==> config.mk <==
export PLATFORM = sky130hd
export DESIGN_NAME = tbu
export DESIGN_NICKNAME = d
export VERILOG_FILES = /design/src/rtl/tbu.sv
export SDC_FILE = /design/constraint.sdc
export NUM_CORES = 1
export LEC_CHECK = 0
export CAP_MARGIN = 15
export CORE_UTILIZATION = 30
export CTS_BUF_LIST = sky130_fd_sc_hd__clkbuf_2
export CTS_CLUSTER_DIAMETER = 120
export DETAILED_ROUTE_END_ITERATION = 7
export PLACE_DENSITY = 0.47
export SLEW_MARGIN = 10
export SYNTH_ARGS = -nofsm -noshare
export SYNTH_HDL_FRONTEND = slang
export SYNTH_SLANG_ARGS = --single-unit
==> constraint.sdc <==
create_clock -name clk -period 12 [get_ports clk]
set_clock_uncertainty 0.2 [all_clocks]
set_input_delay 3 -clock clk [delete_from_list [all_inputs] [get_ports clk]]
set_output_delay 3 -clock clk [all_outputs]
set_load 0.03 [all_outputs]
==> src/rtl/tbu.sv <==
// Traceback unit for the K=3, rate-1/2, 4-state Viterbi decoder.
// Stores survivor decisions in a ring, traces back 2*TBL steps and streams TBL bits per block, oldest first.
module tbu #(
  parameter int TBL      = 32,
  parameter int PM_WIDTH = 8
) (
  input  logic                clk,
  input  logic                rst,
  input  logic                valid_i,
  output logic                ready_o,
  input  logic [3:0]          dec_i,
  input  logic [PM_WIDTH-1:0] pm_s0_i,
  input  logic [PM_WIDTH-1:0] pm_s1_i,
  input  logic [PM_WIDTH-1:0] pm_s2_i,
  input  logic [PM_WIDTH-1:0] pm_s3_i,
  output logic                bit_o,
  output logic                bit_valid_o,
  input  logic                bit_ready_i
);

  localparam int DEPTH = 2 * TBL;
  localparam int AW    = $clog2(DEPTH);
  localparam int OW    = $clog2(TBL);

  typedef enum logic [1:0] {FILL, START, TRACE, OUTPUT} state_e;

  state_e          state_q, state_d;
  logic [AW-1:0]   wp_q, wp_d;
  logic [AW-1:0]   addr_q, addr_d;
  logic [AW-1:0]   step_q, step_d;
  logic [AW:0]     fill_cnt_q, fill_cnt_d;
  logic            primed_q, primed_d;
  logic [OW-1:0]   rd_idx_q, rd_idx_d;
  logic [1:0]      cur_s_q, cur_s_d;

  logic [3:0]      surv_mem_q [DEPTH];
  logic [TBL-1:0]  outbuf_q;

  logic            wr_en;
  logic            xfer;
  logic [AW:0]     fill_need;
  logic [3:0]      rd_dec;
  logic            ob_we;
  logic            ob_bit;
  logic [OW-1:0]   ob_idx;
  logic [1:0]      best_s;
  logic [PM_WIDTH-1:0] best_pm;

  assign ready_o     = (state_q == FILL) && !rst;
  assign bit_valid_o = (state_q == OUTPUT) && !rst;
  assign bit_o       = bit_valid_o && outbuf_q[rd_idx_q];
  assign wr_en       = valid_i && ready_o;
  assign xfer        = bit_valid_o && bit_ready_i;
  assign rd_dec      = surv_mem_q[addr_q];

  // Until the first traceback has run, the merge window is empty too, so the first block needs twice the writes.
  assign fill_need   = primed_q ? (AW+1)'(TBL) : (AW+1)'(DEPTH);

  // Strict less-than keeps the lowest index on ties.
  always_comb begin
    best_s  = 2'd0;
    best_pm = pm_s0_i;
    if (pm_s1_i < best_pm) begin
      best_s  = 2'd1;
      best_pm = pm_s1_i;
    end
    if (pm_s2_i < best_pm) begin
      best_s  = 2'd2;
      best_pm = pm_s2_i;
    end
    if (pm_s3_i < best_pm) begin
      best_s  = 2'd3;
      best_pm = pm_s3_i;
    end
  end

  // NOTE: every output of this block is given a default first, so no path leaves a value unassigned (no latch).
  always_comb begin
    state_d    = state_q;
    wp_d       = wp_q;
    addr_d     = addr_q;
    step_d     = step_q;
    fill_cnt_d = fill_cnt_q;
    primed_d   = primed_q;
    rd_idx_d   = rd_idx_q;
    cur_s_d    = cur_s_q;
    ob_we      = 1'b0;
    ob_bit     = cur_s_q[1];
    ob_idx     = OW'(DEPTH - 1 - int'(step_q));

    unique case (state_q)
      FILL: begin
        if (wr_en) begin
          wp_d       = wp_q + AW'(1);
          fill_cnt_d = fill_cnt_q + (AW+1)'(1);
          if (fill_cnt_d == fill_need) state_d = START;
        end
      end

      START: begin
        cur_s_d = best_s;
        addr_d  = wp_q - AW'(1);
        step_d  = '0;
        state_d = TRACE;
      end

      TRACE: begin
        // Predecessor of {u_t, u_t-1} is {u_t-1, u_t-2}; the stored decision supplies u_t-2.
        cur_s_d = {cur_s_q[0], rd_dec[cur_s_q]};
        addr_d  = addr_q - AW'(1);
        step_d  = step_q + AW'(1);
        ob_we   = (step_q >= AW'(TBL));
        if (step_q == AW'(DEPTH - 1)) state_d = OUTPUT;
      end

      OUTPUT: begin
        if (xfer) begin
          if (rd_idx_q == OW'(TBL - 1)) begin
            primed_d   = 1'b1;
            fill_cnt_d = '0;
            rd_idx_d   = '0;
            state_d    = FILL;
          end else begin
            rd_idx_d = rd_idx_q + OW'(1);
          end
        end
      end

      default: state_d = FILL;
    endcase
  end

  // NOTE: state registers use non-blocking assignment so every flop samples the pre-edge values.
  always_ff @(posedge clk) begin
    if (rst) begin
      state_q    <= FILL;
      wp_q       <= '0;
      addr_q     <= '0;
      step_q     <= '0;
      fill_cnt_q <= '0;
      primed_q   <= 1'b0;
      rd_idx_q   <= '0;
      cur_s_q    <= '0;
    end else begin
      state_q    <= state_d;
      wp_q       <= wp_d;
      addr_q     <= addr_d;
      step_q     <= step_d;
      fill_cnt_q <= fill_cnt_d;
      primed_q   <= primed_d;
      rd_idx_q   <= rd_idx_d;
      cur_s_q    <= cur_s_d;
    end
  end

  // NOTE: the storage arrays have no reset; every entry is written before the FSM can read it.
  always_ff @(posedge clk) begin
    if (wr_en) surv_mem_q[wp_q] <= dec_i;
    if (ob_we) outbuf_q[ob_idx] <= ob_bit;
  end

endmodule

==> Implementation_results.wiki <==
{| class="wikitable"
! Metric !! Value
|-
| Number of DRC markers after the initial detailed-route iteration || 599
|-
| Most used cells in the layout excluding fill and tap cells || 288 x sky130_fd_sc_hd__edfxtp_1, 145 x sky130_fd_sc_hd__nor2_1, 119 x sky130_fd_sc_hd__clkbuf_2, 57 x sky130_fd_sc_hd__nand2_1, 45 x sky130_fd_sc_hd__mux4_2
|-
| H-tree Lvls || 3
|-
| Synth cell types || 64
|-
| Number of iterations in the first detailed-routing pass || 5
|-
| Reg2Reg Setup Slack || 8.18 ns
|-
| IO Port Bufs || 42
|-
| DRC violations left || 0
|-
| Maximum buffer depth of the clock tree || 3
|-
| # setup viols final || 0
|-
| Combinational group share of total power || 0.050
|-
| Clock-pin transition on the worst setup and hold timing paths || approximately 0.10 ns
|-
| Cell total after placement || 1591
|-
| Status || completed
|-
| Via count of the first global-routing pass || 8750
|-
| P_leak || between 5 and 6 nW
|-
| Endpoint of the worst hold path || fill_cnt_q[6]
|-
| Buffer count from post-CTS setup fixing || 0
|-
| Worst path arrival time || 4.67 ns
|-
| Gate count after technology mapping || 979
|-
| Met1 Routed Length || approximately 16 mm
|-
| Setup repair after global routing missed its margin || no
|-
| Net Sw Frac || 0.248
|-
| Type of the worst setup path || in -> out
|-
| Total routing usage reported by global routing || 0.144
|-
| Initial Util || 0.304
|-
| Part of the cycle the worst path needs || 0.656
|-
| Area of the core region || 47700 um^2
|-
| Post-route non-filler standard cell count || 1736
|-
| Count of hold-fix buffers inserted at cts || 0
|-
| Syn avg cell area || 14.8 um^2
|-
| Filler cell count || 4629
|-
| Syn Std Cell Area || 14500 um^2
|-
| Total global routing overflow || 0
|-
| Wire length on met3 || about 2 mm
|-
| Cell Rows || 80
|-
| Total number of vias || approximately 8500
|-
| Cell-internal power || 1.57 mW
|-
| Cts bufs inserted || slightly above 80
|-
| Clock share of power || 0.355
|-
| CTS tree || done
|-
| Final weighted congestion in routability-driven placement || 0.781
|-
| Worst reg2reg path endpoint || cur_s_q[0]
|-
| Psw || 0.518 mW
|-
| Clock tree root buffer cell || sky130_fd_sc_hd__clkbuf_2
|-
| DR WL met2 || 16.5 mm
|-
| FF+latch count, synth || about 330
|-
| Shortest clock period the worst path allows after layout || a little under 8 ns
|-
| Post-Place Worst Slack || 3.33 ns
|-
| Total power density per cell area || between 100 and 150 nW/um^2
|-
| CTS resizes || 0
|-
| Post-synth EDFFs || 288
|-
| Critical Path Fanout Max || 36
|-
| Type of the most critical hold path || reg -> reg
|-
| Hold violation total from the final report || 0
|-
| Highest achievable clock rate || 127 MHz
|-
| Highest signal layer in the routed design || met4
|-
| Post-Syn Nets || 1052
|-
| Sink count of the clock tree || about 330
|-
| Chip width || around 220 um
|-
| Average wire length per cell after detail routing || 20.2 um
|-
| Worst slew margin || 0.373
|-
| Transition time at the pin with the least slew margin || 0.940 ns
|-
| Sequential area share after synthesis || 0.653
|-
| Clock latency on the worst-skew pair || 1.00 ns
|-
| Pin count of the biggest net entering global routing || 65
|-
| Required time of the critical path || 8.80 ns
|-
| Power, Total || around 2.1 mW
|-
| Depth of the worst hold-timing path || 2
|-
| Sequential power share || 0.595
|-
| Number of nets with antenna violations after routing || 0
|-
| Type of origin of the critical path || input pin
|-
| Max cap viols || 0
|-
| Warnings from Yosys || 0
|-
| Detailed-route vias per instance || a little under 5
|-
| Launch instance of the worst min-delay path || fill_cnt_q[6]
|-
| Sum of net half-perimeters after detailed placement || 22.2 mm
|-
| Async set-reset flop share out of synthesis || 0
|-
| Synth-to-layout area growth || 12.1%
|-
| Initial antenna violation count || 1
|-
| Full die area || around 50000 um^2
|-
| Smallest setup slack after layout || 4.13 ns
|-
| Main synth FF type || sky130_fd_sc_hd__edfxtp_1
|-
| Final total negative setup slack || 0 ns
|-
| Pins over their slew limit || 0
|-
| Layout cell share with drive strength beyond 1 || 0.190
|-
| Number of cells on the worst reg-to-reg path || 8
|-
| Most common cell after layout, fill and taps aside || sky130_fd_sc_hd__edfxtp_1
|-
| Final layout net count || 1137
|-
| First-pass GRT wire length || 53.0 mm
|-
| Maximum vdd ir drop || 0.0000683 V
|-
| Die span in y || 222 um
|-
| Routed Wire Length || 35.1 mm
|-
| Top-level port count || 43
|-
| Setup crit end kind || output port
|}
## cells by family after synthesis
family / Yosys count / synth area share
AO/OA/AOI/OAI: 138 / 0.0620
AND/OR/NAND/NOR: 305 / 0.0966
buffers and inverters: 71 / 0.0261
XOR/XNOR: 12 / 0.00725
flip-flops: 329 / 0.653
multiplexers: 91 / 0.127
adder cells (fa/ha/maj): 33 / 0.0285
## worst max path at each step
stage	cells after the start	from	end	slack (ns)
finish	5	rst	bit_o	4.13
global route	19	pm_s0_i[1]	cur_s_q[0]	3.85
CTS	5	rst	bit_o	4.10
detailed placement	19	pm_s0_i[1]	cur_s_q[0]	3.33
global placement	19	pm_s0_i[1]	cur_s_q[0]	3.42
floorplan	23	pm_s0_i[1]	cur_s_q[0]	4.61
## through the flow
| step | util | area, um^2 | hold slack, ns |
|---|---|---|---|
| finish | 0.341 | 16300 | 0.285 |
| global route | 0.341 | 16300 | 0.286 |
| CTS | 0.339 | 16200 | 0.277 |
| detailed placement | 0.323 | 15400 | 0.259 |
| global placement | 0.323 | 15400 | 0.251 |
| floorplan | - | 14500 | 0.237 |
## Yosys cell counts (22+ instances only)
library cell	number	area, um^2
sky130_fd_sc_hd__nor2_1	145	544
sky130_fd_sc_hd__ha_1	33	413
sky130_fd_sc_hd__o21ai_0	30	150
sky130_fd_sc_hd__clkbuf_1	22	82.6
sky130_fd_sc_hd__nand3_1	22	110
sky130_fd_sc_hd__mux4_1	22	578
sky130_fd_sc_hd__mux4_2	45	1010
sky130_fd_sc_hd__edfxtp_1	288	8650
sky130_fd_sc_hd__dfxtp_1	41	821
sky130_fd_sc_hd__a21oi_1	37	185
sky130_fd_sc_hd__nand2_1	57	214
## critical path: stages
cell	delay (ns)
sky130_fd_sc_hd__clkdlybuf4s50_1	0.46
sky130_fd_sc_hd__buf_4	0.38
sky130_fd_sc_hd__nor2b_1	0.10
sky130_fd_sc_hd__nor2b_1	0.14
sky130_fd_sc_hd__clkdlybuf4s50_1	0.59
## layer usage
layer | vias up | track usage
met4 | 0 | 0.0535
met1 | 4247 | 0.192
met3 | 52 | 0.0354
met5 | - | 0
li1 | 4020 | -
met2 | 229 | 0.225
## flip-flops by register name, summed over array words and instances (netlist names), named ones only
signal      flops
surv_mem_q    256
outbuf_q       32
fill_cnt_q      7
addr_q          6
step_q          6
wp_q            6
rd_idx_q        5
cur_s_q         2
state_q         2
primed_q        1
## area by class of cell
type                       count  area, um^2  area share
inverter                      18        67.6     0.00415
sequential                   329        9480       0.583
multi-input combinational    579        4660       0.287
tap                          615         769      0.0473
clock buffer                 119         596      0.0366
timing repair buffer          54         556      0.0342
clock inverter                21         134     0.00823
antenna                        1        2.50    0.000154
## power groups by stage
| stage | Sequential [mW] | Clock [mW] | Combinational (mW) |
|---|---|---|---|
| floorplan | 1.27 | 0 | 0.0589 |
| global placement | 1.27 | 0 | 0.101 |
| detailed placement | 1.27 | 0 | 0.103 |
| CTS | 1.24 | 0.774 | 0.103 |
| global route | 1.24 | 0.828 | 0.120 |
| finish | 1.24 | 0.741 | 0.105 |
No activity file was read; power rests on OpenSTA's default activity.
